## config.mk

```make
export PLATFORM = sky130hd
export DESIGN_NAME = merge_rr_4p
export DESIGN_NICKNAME = d
export VERILOG_FILES = /design/src/rtl/merge_rr_4p.sv
export SDC_FILE = /design/constraint.sdc
export NUM_CORES = 1
export LEC_CHECK = 0
export BUFFER_PORTS_ARGS = -buffer_cell sky130_fd_sc_hd__buf_2
export CORE_UTILIZATION = 25
export DETAILED_ROUTE_END_ITERATION = 6
export PLACE_DENSITY = 0.46
export SLEW_MARGIN = 20
export SYNTH_ARGS = -nofsm -noshare
export SYNTH_HDL_FRONTEND = slang
export SYNTH_SLANG_ARGS = --single-unit
export TNS_END_PERCENT = 5
```

## constraint.sdc

```tcl
create_clock -name clk -period 1.7 [get_ports clk]
set_input_delay 0.085 -clock clk [delete_from_list [all_inputs] [get_ports clk]]
set_output_delay 0.085 -clock clk [all_outputs]
set_load 0.01 [all_outputs]
```

## src/rtl/merge_rr_4p.sv

```systemverilog
// Two-channel 4-phase bundled-data merge: round-robin arbitration into a small FIFO,
// drained by a single 4-phase output port that tags each word with its source.
module merge_rr_4p #(
   parameter int WIDTH = 8,
   parameter int DEPTH = 2
) (
   input  logic             clk,
   input  logic             rst,
   input  logic             L0_req,
   input  logic [WIDTH-1:0] L0_data,
   output logic             L0_ack,
   input  logic             L1_req,
   input  logic [WIDTH-1:0] L1_data,
   output logic             L1_ack,
   output logic             R_req,
   output logic [WIDTH-1:0] R_data,
   output logic             R_src,
   input  logic             R_ack
);

   localparam int PW = $clog2(DEPTH);
   localparam int CW = PW + 1;

   typedef enum logic {IDLE, ACKED} in_state_t;
   typedef enum logic [1:0] {OIDLE, OREQ, ORTZ} out_state_t;

   in_state_t        st0, st1;
   out_state_t       ost;
   logic [WIDTH:0]   mem [DEPTH];
   logic [PW-1:0]    wr_ptr, rd_ptr;
   logic [CW-1:0]    count;
   logic             rr;

   logic             pop, space, req0, req1, grant0, grant1, push;
   logic [WIDTH:0]   push_word;

   // A pop on this edge frees its slot for a push on the same edge.
   assign pop       = (ost == OREQ) && R_ack;
   assign space     = (count < CW'(DEPTH)) || pop;
   assign req0      = (st0 == IDLE) && L0_req;
   assign req1      = (st1 == IDLE) && L1_req;
   assign grant0    = space && req0 && (!req1 || !rr);
   assign grant1    = space && req1 && (!req0 ||  rr);
   assign push      = grant0 || grant1;
   assign push_word = grant1 ? {1'b1, L1_data} : {1'b0, L0_data};

   // NOTE: storage array is left out of reset; count and pointers alone define validity,
   // and keeping it reset-free lets it map onto plain registers or RAM.
   always_ff @(posedge clk) begin
      if (push) mem[wr_ptr] <= push_word;
   end

   // NOTE: all sequential state uses non-blocking assignments so every branch sees
   // the pre-edge values, exactly like the hardware.
   always_ff @(posedge clk) begin
      if (rst) begin
         st0    <= IDLE;
         st1    <= IDLE;
         L0_ack <= 1'b0;
         L1_ack <= 1'b0;
         ost    <= OIDLE;
         R_req  <= 1'b0;
         R_data <= '0;
         R_src  <= 1'b0;
         wr_ptr <= '0;
         rd_ptr <= '0;
         count  <= '0;
         rr     <= 1'b0;
      end else begin
         case (st0)
            IDLE:  if (grant0)  begin st0 <= ACKED; L0_ack <= 1'b1; end
            ACKED: if (!L0_req) begin st0 <= IDLE;  L0_ack <= 1'b0; end
         endcase

         case (st1)
            IDLE:  if (grant1)  begin st1 <= ACKED; L1_ack <= 1'b1; end
            ACKED: if (!L1_req) begin st1 <= IDLE;  L1_ack <= 1'b0; end
         endcase

         // Only a contested grant moves the pointer, to the channel that lost.
         if (req0 && req1 && space) rr <= ~rr;

         if (push) wr_ptr <= wr_ptr + PW'(1);

         if (push && !pop)      count <= count + CW'(1);
         else if (pop && !push) count <= count - CW'(1);

         case (ost)
            OIDLE: if (count != '0) begin
               R_data <= mem[rd_ptr][WIDTH-1:0];
               R_src  <= mem[rd_ptr][WIDTH];
               R_req  <= 1'b1;
               ost    <= OREQ;
            end
            OREQ: if (R_ack) begin
               R_req  <= 1'b0;
               rd_ptr <= rd_ptr + PW'(1);
               ost    <= ORTZ;
            end
            ORTZ: if (!R_ack) ost <= OIDLE;
            default: ost <= OIDLE;
         endcase
      end
   end

endmodule

```

Yosys cells after proc, flatten, opt, wreduce, memory -nomap -nowiden

Memory sizes are Yosys's and may differ from the RTL's. A register that Yosys moved wholly into a read port is not among the register bits.
Cells that the tools add are included.

Bits in writable memories: 18
Memories kept: 1
Register bits after elaboration: 12
Input port bits: 21

Memories:

| memory | words | width | read ports | clocked after memory_dff | wr ports | RTL line | text |
|---|---|---|---|---|---|---|---|
| mem    | 2     | 9     | 1          | 1                        | 1        | 29       | `logic [WIDTH:0] mem [DEPTH];` |

$lt $le $gt $ge: 1
Bitwise operators: 3
Mux-type cells: 24
$add $sub $neg: 4
Eq/ne operators: 9
Reductions and logical operators: 30

Operators with widths:

| cell                  | number |
|---|---|
| $ne A2 B2 Y1 const B  | 7 |
| $mux W1               | 12 |
| $logic_and A1 B1 Y1   | 11 |
| $mux W2               | 5 |
| $pmux W1 S2           | 5 |
| $mux W9               | 1 |
| $reduce_and A2 Y1     | 4 |
| $pmux W2 S3           | 1 |
| $reduce_and A3 Y1     | 2 |
| $reduce_bool A2 Y1    | 3 |
| $logic_not A1 Y1      | 5 |
| $logic_or A1 B1 Y1    | 4 |
| $not A1 Y1            | 3 |
| $add A1 B1 Y1 const B | 2 |
| $add A2 B1 Y2 const B | 1 |
| $eq A2 B1 Y1 const B  | 1 |
| $eq A2 B2 Y1 const B  | 1 |
| $logic_not A2 Y1      | 1 |
| $lt A2 B2 Y1 const B  | 1 |
| $sub A2 B1 Y2 const B | 1 |

Longest topological paths before layout

Word-level depth: 10
Depth in mapped cells: 6
Depth with buffers taken out: 6

Worst setup path before layout

No wires, ideal clock.

Kind: flip-flop to flip-flop
Start: register ost[0]
End: memory mem[0][0] (netlist name), enable pin
Library setup time: 0.375 ns
Data required time: 1.325 ns
Setup slack: -0.020 ns
Data arrival time: 1.345 ns
Clock period less this slack: 1.720 ns
Path buffers: 0
Stages on the path, launching flop included: 4
Cell sequence: dfxtp_1 > nand3b_4 > a22oi_1 > nor2b_1

Longest elaborated chain between the ends: 8
Elaborated cells on any way between the ends: 10
Those cells by class: eq/ne (1); mux (2); reduce/logical (7)

Ends and longest elaborated chain:

| item                                                | RTL line | text |
|---|---|---|
| start: declaration                                  | 28       | `out_state_t ost;` |
| start signal: assignment                            | 61       | `ost <= OIDLE;` |
| start signal: assignment                            | 93       | `ost <= OREQ;` |
| start signal: assignment                            | 98       | `ost <= ORTZ;` |
| $eq A2 B1 Y1 (*)                                    | 38       | `assign pop = (ost == OREQ) && R_ack;` |
| $logic_and A1 B1 Y1 (*)                             | 38       |  |
| $logic_or A1 B1 Y1 (*)                              | 39       | `assign space = (count < CW'(DEPTH)) \|\| pop;` |
| $logic_and A1 B1 Y1 (on tied branches) (2 in a row) | 42, 43   |  |
| $logic_or A1 B1 Y1 (*)                              | 44       | `assign push = grant0 \|\| grant1;` |
| $mux W1 (*)                                         | 50       | `if (push) mem[wr_ptr] <= push_word;` |
| $mux W1 (not written as such) (*)                   | 50       |  |
| end: declaration                                    | 29       |  |

Mark *: on every way between the ends. The rest lies on a longest branch, timed or not.

Final worst setup path

Start: register ost[1]
End: register count[1]

Longest elaborated chain between the ends: 9
Elaborated cells on any way between the ends: 14
Those cells by class: eq/ne (1); mux (1); reduce/logical (12)

Ends and longest elaborated chain:

| item                                                | RTL line | text |
|---|---|---|
| $eq A2 B1 Y1 (*)                                    | 38       |  |
| $logic_and A1 B1 Y1 (*)                             | 38       |  |
| $logic_or A1 B1 Y1                                  | 39       |  |
| $logic_and A1 B1 Y1 (on tied branches) (2 in a row) | 42, 43   |  |
| $logic_or A1 B1 Y1                                  | 44       |  |
| $logic_not A1 Y1                                    | 86       | `else if (pop && !push) count <= count - CW'(1);` |
| $logic_and A1 B1 Y1                                 | 86       |  |
| $reduce_bool A2 Y1 (no line)                        | n/a      |  |
| end signal: assignment                              | 85       | `if (push && !pop) count <= count + CW'(1);` |
| end signal: assignment                              | 86       |  |
| end: declaration                                    | 31       | `logic [CW-1:0] count;` |

Marked as above.
A chain may end at the register's enable or synchronous reset.

==> impl_metrics.json <==
{
  "hpwl_um": 2352,
  "critPathKind": "register to register",
  "grt_max_degree": 21,
  "slowest_delay_ns": 0.34,
  "required_ns": 1.92,
  "numPortBuffers": 32,
  "viasPerCell": 4.522,
  "async_reset_ff_frac": 0,
  "diodes": 0,
  "wl_um": 3268,
  "fp.dieW_um": 82.20,
  "min_from": "L0_req",
  "fmax_mhz": 616.6,
  "setup_slack_ns": 0.07824,
  "grt_antenna_before_repair": 0,
  "wl_per_cell_um": 13.23,
  "worstPathArrival_ns": 1.84,
  "drc": 0,
  "rows": 28,
  "syn_to_final_growth_pct": 27.70,
  "die_h_um": 82.20,
  "hp-class": "primary input to register",
  "ios": 33,
  "slew_viol_final": 0,
  "synth-seq-cells": 39,
  "postPlaceCellArea_sq_um": 1951,
  "crit_path_start_kind": "register",
  "cp_slowest_cell": "dfxtp_1",
  "r2r-start": "ost[1]$_SDFFE_PP0P_",
  "synthCells": 129,
  "fin_hold_ws_ns": 0.03485,
  "tns_ns": 0,
  "synth_area_per_cell_sq_um": 12.46,
  "cts_tree": "yes",
  "fin_crit_sh": 0.9540,
  "layout.nets": 193,
  "die_area_sq_um": 6756,
  "htree_levels": 2,
  "cts_setup_buffers": 0,
  "yosys_warnings": 0,
  "ant_nets": 0,
  "yosysMostFrequentCell": "dfxtp_1",
  "cp_cell_sequence": "nand3b_4 -> a22oi_2 -> ha_4 -> or3_1 -> a21oi_1",
  "cts_made_buffers": 5,
  "grt_usage": 0.1096,
  "place_worst_setup_slack_ns": 0.03409,
  "grt_pass1_vias": 1066,
  "synth_edf_count": 18,
  "initial_core_util": 0.2653,
  "final_cell_area_sq_um": 2053,
  "core_sq_um": 6061,
  "skew_ns": 0.008348,
  "synthTopCellsByCount": "21 x dfxtp_1, 18 x edfxtp_1, 15 x a21oi_1",
  "status": "finished, final reports clean",
  "grt-ovfl-total": 0,
  "startpoint": "ost[1]$_SDFFE_PP0P_",
  "firstDrtPassIters": 4,
  "grt_pass1_wl_um": 5244,
  "drv_cap": 0,
  "setup_viol": 0,
  "synth_nets": 151,
  "hold_violations": 0,
  "vdd.ir_drop.worst_mv": 0.5843,
  "synth.largest_area_cell": "edfxtp_1",
  "end_kind": "register",
  "via_count": 1117,
  "clock_sinks": 39,
  "slew_headroom": 0.7455,
  "synth_cell_types": 31,
  "ys_seq_area_frac": 0.5977,
  "cts-root-buf": "clkbuf_8",
  "synth_flop_cell": "dfxtp_1",
  "rsz0062_at_grt": "no",
  "period_needed_ns": 1.622,
  "tightest_slew_ns": 0.3817,
  "nFillCells": 616,
  "cts.path.max_buffers": 2,
  "yosys-top-cells-area": "edfxtp_1 34%, dfxtp_1 26%, mux2_2 7.0%, mux2i_1 5.6%, a211oi_1 4.7%",
  "drt_iter0_markers": 40,
  "p_leak_nw": 0.8123,
  "path_delay_family": "simple AND/OR/NAND/NOR gates",
  "finalPower_mw": 3.275,
  "crit_fanout": 6,
  "syn-cell-area_sq_um": 1608,
  "clk_latency_ns": 0.29,
  "path_clk_slew_ns": 0.08,
  "drive_above_1_share": 0.3895,
  "cp_num_buf_inv": 0,
  "place.gp.congestion": 0.6863,
  "synth_top_area_share": 0.3362,
  "p_per_area_nw_per_um2": 1595
}
[registers in the layout, summed over array words and instances (netlist names), 2 cells and up]
signal  count
R_data      8
count       2
mem        18
ost         2
[final cells by class]
class	count	area, sq um	area share
clock buffers	6	72.57	0.03534
flip-flops and latches	39	960.9	0.4680
well taps	75	93.84	0.04570
multi-input cells	79	625.6	0.3047
inverters	4	15.01	0.007313
clock inverters	2	12.51	0.006094
repair buffers	42	272.8	0.1328
[cell usage in the layout (no fill, tap or decap), types with 2 or more instances in the layout]
cell	Yosys	routed
a211oi_1	10	10
a21oi_1	15	15
and2_1	2	2
buf_12	0	3
buf_2	0	32
buf_4	0	7
clkbuf_8	0	5
dfxtp_1	21	21
edfxtp_1	18	18
inv_1	4	4
mux2_2	10	10
mux2i_1	9	9
nand2_1	4	4
nand2b_1	2	2
nor2_1	5	5
or2_2	2	2
xor2_1	3	3
[worst paths after layout]
path / depth (start not counted) / slack (ns) / end
max: 5 / 0.08 / count[1]$_SDFFE_PP0P_
min: 3 / 0.03 / st0$_SDFF_PP0_
max reg2reg: 5 / 0.08 / count[1]$_SDFFE_PP0P_
min reg2reg: 2 / 0.45 / R_req$_SDFFE_PP0P_
[worst reg2reg max path, cell delays in order, from the launching register on]
cell and delay (ns):
dfxtp_1 0.34, nand3b_4 0.21, a22oi_2 0.27, ha_4 0.24
or3_1 0.33, a21oi_1 0.16
[routing by layer]
| metal | part of all wire | vias to the layer above | track usage |
|---|---|---|---|
| met5 | 0 | - | 0 |
| li1 | - | 557 | - |
| met3 | 0.045 | 8 | 0.03407 |
| met2 | 0.52 | 26 | 0.1802 |
| met4 | 0.025 | 0 | 0.06491 |
| met1 | 0.41 | 526 | 0.1247 |
[cells by family after synthesis]
kind of cell	share of synthesized area
adders and majority gates	0.007781
xor gates and xnor gates	0.01635
DFF	0.5977
muxes	0.1261
AOI/OAI and AO/OA	0.1440
buffers and inverters	0.02567
and+or+nand+nor	0.08249
[power by group]
part | internal, mW | leakage (nW) | total (mW) | switching, mW
logic | 0.585 | 0.427 | 1.20 | 0.612
registers | 1.32 | 0.344 | 1.47 | 0.152
clock network | 0.287 | 0.0412 | 0.608 | 0.321
[per-stage QoR]
step	utilization	instances
after floorplan	-	129
after global placement	0.3218	239
after detailed placement	0.3218	239
after CTS	0.3359	247
after global routing	0.3388	247
final	0.3388	247
[repair_timing]
| action | 4_1_cts | 5_1_grt |
|---|---|---|
| setup endpoints to repair | 0 | 2 |
| gates resized for setup | 0 | 2 |
| hold buffers | 0 | 0 |
(Power assumes the default switching activity.)
